`config.mk`:
```
export PLATFORM = sky130hd
export DESIGN_NAME = lfsr_gen_flat
export DESIGN_NICKNAME = d
export VERILOG_FILES = /design/src/rtl/lfsr_gen_if.sv /design/src/rtl/lfsr_gen.sv /design/src/flat_wrapper.sv
export SDC_FILE = /design/constraint.sdc
export NUM_CORES = 1
export LEC_CHECK = 0
export BUFFER_PORTS_ARGS = -buffer_cell sky130_fd_sc_hd__clkbuf_2
export CORE_MARGIN = 3
export CORE_UTILIZATION = 47
export DETAILED_ROUTE_END_ITERATION = 10
export PLACE_DENSITY = 0.77
export SYNTH_ARGS = -nofsm -noshare
export SYNTH_HDL_FRONTEND = slang
export SYNTH_SLANG_ARGS = --single-unit
```
`constraint.sdc`:
```
create_clock -name clk -period 2.1 [get_ports clk]
set_input_delay 0.21 -clock clk [delete_from_list [all_inputs] [get_ports clk]]
set_output_delay 0.21 -clock clk [all_outputs]
set_load 0.05 [all_outputs]
```
`src/rtl/lfsr_gen_if.sv`:
```
// Handshake bundle for lfsr_gen: control from the master, state and status
// pulses back from the generator.
interface lfsr_gen_if #(
  parameter int WIDTH = 8
);
  logic             en;
  logic             load;
  logic [WIDTH-1:0] seed;
  logic [WIDTH-1:0] q;
  logic             sout;
  logic [WIDTH-1:0] count;
  logic             period_done;
  logic             lockup;
  logic             seed_err;

  modport master (
    output en, load, seed,
    input  q, sout, count, period_done, lockup, seed_err
  );

  modport slave (
    input  en, load, seed,
    output q, sout, count, period_done, lockup, seed_err
  );
endinterface

```
`src/rtl/lfsr_gen.sv`:
```
// Parametrised Fibonacci/Galois LFSR with seed load, period tracking and
// zero-state lockup recovery.
module lfsr_gen #(
  parameter int               WIDTH = 8,
  parameter logic [WIDTH-1:0] TAPS  = 8'hB8,
  parameter int               MODE  = 0,
  parameter logic [WIDTH-1:0] SEED  = 8'h01
) (
  input logic        clk,
  input logic        rst,
  lfsr_gen_if.slave  bus
);

  localparam logic [WIDTH-1:0] ONE = {{(WIDTH-1){1'b0}}, 1'b1};

  if (SEED == '0) begin : g_bad_seed
    $error("lfsr_gen: SEED must be nonzero");
  end
  if (WIDTH < 3 || WIDTH > 32) begin : g_bad_width
    $error("lfsr_gen: WIDTH must be within 3..32");
  end

  logic [WIDTH-1:0] q_q, q_d;
  logic [WIDTH-1:0] start_q, start_d;
  logic [WIDTH-1:0] count_q, count_d;
  logic             period_done_q, period_done_d;
  logic             lockup_q, lockup_d;
  logic             seed_err_q, seed_err_d;
  logic [WIDTH-1:0] next_state;

  always_comb begin
    if (MODE == 0) begin
      next_state = {q_q[WIDTH-2:0], ^(q_q & TAPS)};
    end else begin
      next_state = {q_q[WIDTH-2:0], 1'b0} ^ (q_q[WIDTH-1] ? TAPS : '0);
    end
  end

  always_comb begin
    q_d           = q_q;
    start_d       = start_q;
    count_d       = count_q;
    period_done_d = 1'b0;
    lockup_d      = 1'b0;
    seed_err_d    = 1'b0;
    if (bus.load) begin
      count_d = '0;
      if (bus.seed != '0) begin
        q_d     = bus.seed;
        start_d = bus.seed;
      end else begin
        // A zero seed would lock the register; fall back to 1 and flag it.
        q_d        = ONE;
        start_d    = ONE;
        seed_err_d = 1'b1;
      end
    end else if (bus.en) begin
      if (q_q == '0) begin
        q_d      = SEED;
        start_d  = SEED;
        count_d  = '0;
        lockup_d = 1'b1;
      end else if (next_state == start_q) begin
        q_d           = next_state;
        count_d       = '0;
        period_done_d = 1'b1;
      end else begin
        q_d     = next_state;
        count_d = count_q + ONE;
      end
    end
  end

  always_ff @(posedge clk or posedge rst) begin
    if (rst) begin
      q_q           <= SEED;
      start_q       <= SEED;
      count_q       <= '0;
      period_done_q <= 1'b0;
      lockup_q      <= 1'b0;
      seed_err_q    <= 1'b0;
    end else begin
      q_q           <= q_d;
      start_q       <= start_d;
      count_q       <= count_d;
      period_done_q <= period_done_d;
      lockup_q      <= lockup_d;
      seed_err_q    <= seed_err_d;
    end
  end

  assign bus.q           = q_q;
  assign bus.sout        = q_q[WIDTH-1];
  assign bus.count       = count_q;
  assign bus.period_done = period_done_q;
  assign bus.lockup      = lockup_q;
  assign bus.seed_err    = seed_err_q;

endmodule
```
`src/flat_wrapper.sv`:
```
// flat-port wrapper written by rule: the top's interface ports become plain ports
module lfsr_gen_flat 
#(
  parameter int               WIDTH = 8,
  parameter logic [WIDTH-1:0] TAPS  = 8'hB8,
  parameter int               MODE  = 0,
  parameter logic [WIDTH-1:0] SEED  = 8'h01
)
  (clk, rst, bus_en, bus_load, bus_seed, bus_q, bus_sout, bus_count, bus_period_done, bus_lockup, bus_seed_err);
  lfsr_gen_if #(.WIDTH(WIDTH)) bus_i ();
  input logic clk;
  input logic rst;
  input wire logic [$bits(bus_i.en)-1:0] bus_en;
  input wire logic [$bits(bus_i.load)-1:0] bus_load;
  input wire logic [$bits(bus_i.seed)-1:0] bus_seed;
  output wire logic [$bits(bus_i.q)-1:0] bus_q;
  output wire logic [$bits(bus_i.sout)-1:0] bus_sout;
  output wire logic [$bits(bus_i.count)-1:0] bus_count;
  output wire logic [$bits(bus_i.period_done)-1:0] bus_period_done;
  output wire logic [$bits(bus_i.lockup)-1:0] bus_lockup;
  output wire logic [$bits(bus_i.seed_err)-1:0] bus_seed_err;
  assign bus_i.en = bus_en;
  assign bus_i.load = bus_load;
  assign bus_i.seed = bus_seed;
  assign bus_q = bus_i.q;
  assign bus_sout = bus_i.sout;
  assign bus_count = bus_i.count;
  assign bus_period_done = bus_i.period_done;
  assign bus_lockup = bus_i.lockup;
  assign bus_seed_err = bus_i.seed_err;
  lfsr_gen #(.WIDTH(WIDTH), .TAPS(TAPS), .MODE(MODE), .SEED(SEED)) u_core (.clk(clk), .rst(rst), .bus(bus_i));
endmodule
```
==> results.cfg <==
[global_routing]
antenna_found_initial = 0
grt_pass1_wl_mm = 5.02
grt_pass1_vias = 1068
grt_start_max_net_pins = 28
track_usage_pct = 18.7
overflow = 0

[synth]
synth_edf_count = 0
synthFlopType = dfrtp_1
avgSynthCellArea_um2 = 9.50
synth_common_cells = 31 x nand2_1, 25 x dfrtp_1, 8 x a21oi_1, 8 x o21ai_0, 7 x xor2_1
synthArstFlopShare_pct = 100
muxShareOfSynthArea_pct = 3.61
synthCells = 146
synth_nets = 160
synthTopCellsByArea = dfrtp_1 45%, nand2_1 8.4%, xor2_1 4.4%
yosys_warnings = 0
synth-simple-area-share_pct = 25.1
synthAdderAreaFrac_pct = 1.80
synthDistinctLibCells = 31
ys_ff_latch = 27
synth_compound_area_share_pct = 10.0
synth_top_cell_by_area = dfrtp_1
synth_most_common_cell = nand2_1
syn_area_um2 = 1390
synth_top_area_share_pct = 45.1
synth_top_family_by_area = simple AND/OR/NAND/NOR gates
yosysSeqAreaShare_pct = 48.9
synthXorXnorAreaFrac_pct = 6.76

[critical_path]
crit_type = reg -> reg
cp_slowest_stage_delay_ps = 440
worst-path-buf-inv = 1
cp-start-kind = flip-flop
crit_chain = inv_2 > ha_1 > xnor3_2 > xnor2_2 > a31oi_4 > or4b_1 > a21oi_1
crit_slowest_cell = or4b_1
arrival_ps = 2240
cp_data_required_time_ps = 2370
critPathMaxFanout = 4
end_kind = flip-flop
cp_top_family = XOR/XNOR gates

[route]
drtPass1Iterations = 7
drc = 0
viasPerCell = 5.69
wire_per_inst_um = 14.6
drt_iter0_drc = 48
drt-total-wl_mm = 3.07
vias = 1201
ant_nets = 0

[power]
pwr_density_cell_nw_per_um2 = 690
ir_drop_uv = 487
p_leak_uw = 0.000816

[layout]
area_growth_pct = 18.3
drive_gt1_share_pct = 28.9
final_area_um2 = 1640
fill_cells = 257
num_antenna_cells = 0
stdcell_count = 211
layout.nets = 195
fin_util_pct = 59.0

[die]
dieHeight_um = 60.3
start_util_pct = 49.9
die_area_um2 = 3640
rows = 19
core-area_um2 = 2780
io_pins = 32
die_x_um = 60.3

[clock_network]
cts_root_buf = clkbuf_4
htree_levels = 1
cts_made_buffers = 3
cts_tree = done
clock_latency_ps = 330
cts_max_path_buffers = 2
postCtsResizedCells = 0
cts.sink_count = 27
clk_pin_slew_ps = 140

[timing]
timing.setup.tns_ps = 0
rsz0062_at_grt = false
period_share_pct = 93.8
tightest_slew_ps = 678
worst_slack_ps = 130
fin_skew_ps = 1.85
max_freq_ghz = 0.508
hold_violations = 0
max_slew_margin_pct = 54.8
fin_crit_ps = 1970
final-max-slew-violation-count = 0
setup_violations = 0

[hold_path]
hp-class = in -> reg

[placed_design]
io_buffers = 31
place_hpwl_mm = 2.28
dp.cells = 206
dpl_worst_slack_ps = 163
placed_area_um2 = 1600
globalplace.congestion = 0.837

[job]
cap_violations = 0

[run_status]
outcome = finished clean
[tightest hold or removal path, stage by stage]
cell	delay, ps
clkbuf_2	90
nand2_1	60
nand2_1	50
[final timing paths]
| kind | from | end | slack (ps) | cells after the start |
|---|---|---|---|---|
| setup / recovery | u_core.bus.q[5] | u_core.bus.count[7] | 130 | 7 |
| hold / removal | bus_seed[2] | u_core.start_q[2] | 100 | 3 |
| setup reg to reg | u_core.bus.q[5] | u_core.bus.count[7] | 130 | 7 |
| hold reg to reg | u_core.start_q[7] | u_core.start_q[7] | 520 | 2 |
| max in group asynchronous | rst | u_core.bus.q[0] | 1040 | 4 |
| min in group asynchronous | rst | u_core.bus.period_done | 400 | 3 |
[power breakdown]
| part | internal [uW] | switching, uW | total [uW] | leakage, uW |
|---|---|---|---|---|
| combinational | 105 | 202 | 306 | 0.000459 |
| sequential | 560 | 38.2 | 598 | 0.000339 |
| clock | 71.7 | 156 | 228 | 0.0000177 |
[sequential cells by signal, indices dropped and copies added, names as in the netlist]
signal                  count
u_core.bus.count            8
u_core.bus.q                8
u_core.start_q              8
u_core.bus.lockup           1
u_core.bus.period_done      1
u_core.bus.seed_err         1
[repair_timing]
item,CTS,global route
setup buffers,0,0
endpoints found under the hold margin,12,0
hold buffers,1,0
setup endpoints to repair,0,0
[area by class of cell]
class | count | area, um2 | area share [%]
flip-flops and latches | 27 | 683 | 41.6
multi-input cells | 106 | 663 | 40.4
repair buffers | 38 | 210 | 12.8
well taps | 31 | 38.8 | 2.36
clock buffers | 3 | 22.5 | 1.37
inverters | 5 | 18.8 | 1.14
clock inverters | 1 | 5.00 | 0.305
[layout by cell type, fill, tap and decap left out, drive strengths merged, types with 2 or more instances in the layout]
cell and instances:
a21oi 8, a31oi 7, and3 3, buf 6, clkbuf 34, dfrtp 25, dfstp 2, ha 2
inv 5, mux2i 5, nand2 31, nand3 6, nand3b 5, nand4b 4, nor2 3, nor3 5
nor4 2, o21ai 8, xor2 7
[cell families after synthesis]
group	after synthesis
fa+ha+maj	2
xor+xnor	9
simple gates	67
mux	5
compound gates	23
buf+inv	13
flops	27
[routing by layer]
| metal | global-route usage [%] | share of wire, % | up-vias | wire, um |
|---|---|---|---|---|
| met5 | 0 | 0 | - | 0 |
| met4 | 8.54 | 2.0 | 0 | 61 |
| met3 | 2.13 | 7.7 | 5 | 236 |
| met2 | 28.7 | 47 | 54 | 1440 |
| met1 | 26.7 | 44 | 565 | 1340 |
| li1 | - | - | 577 | - |
[stage by stage]
step           hold WS (ps)  total power, uW
6_report                101             1130
5_1_grt                 105             1190
4_1_cts                91.7             1150
3_5_place_dp            243              914
3_3_place_gp            221              906
2_1_floorplan           261              834
Power figures use the tool's default switching activity.
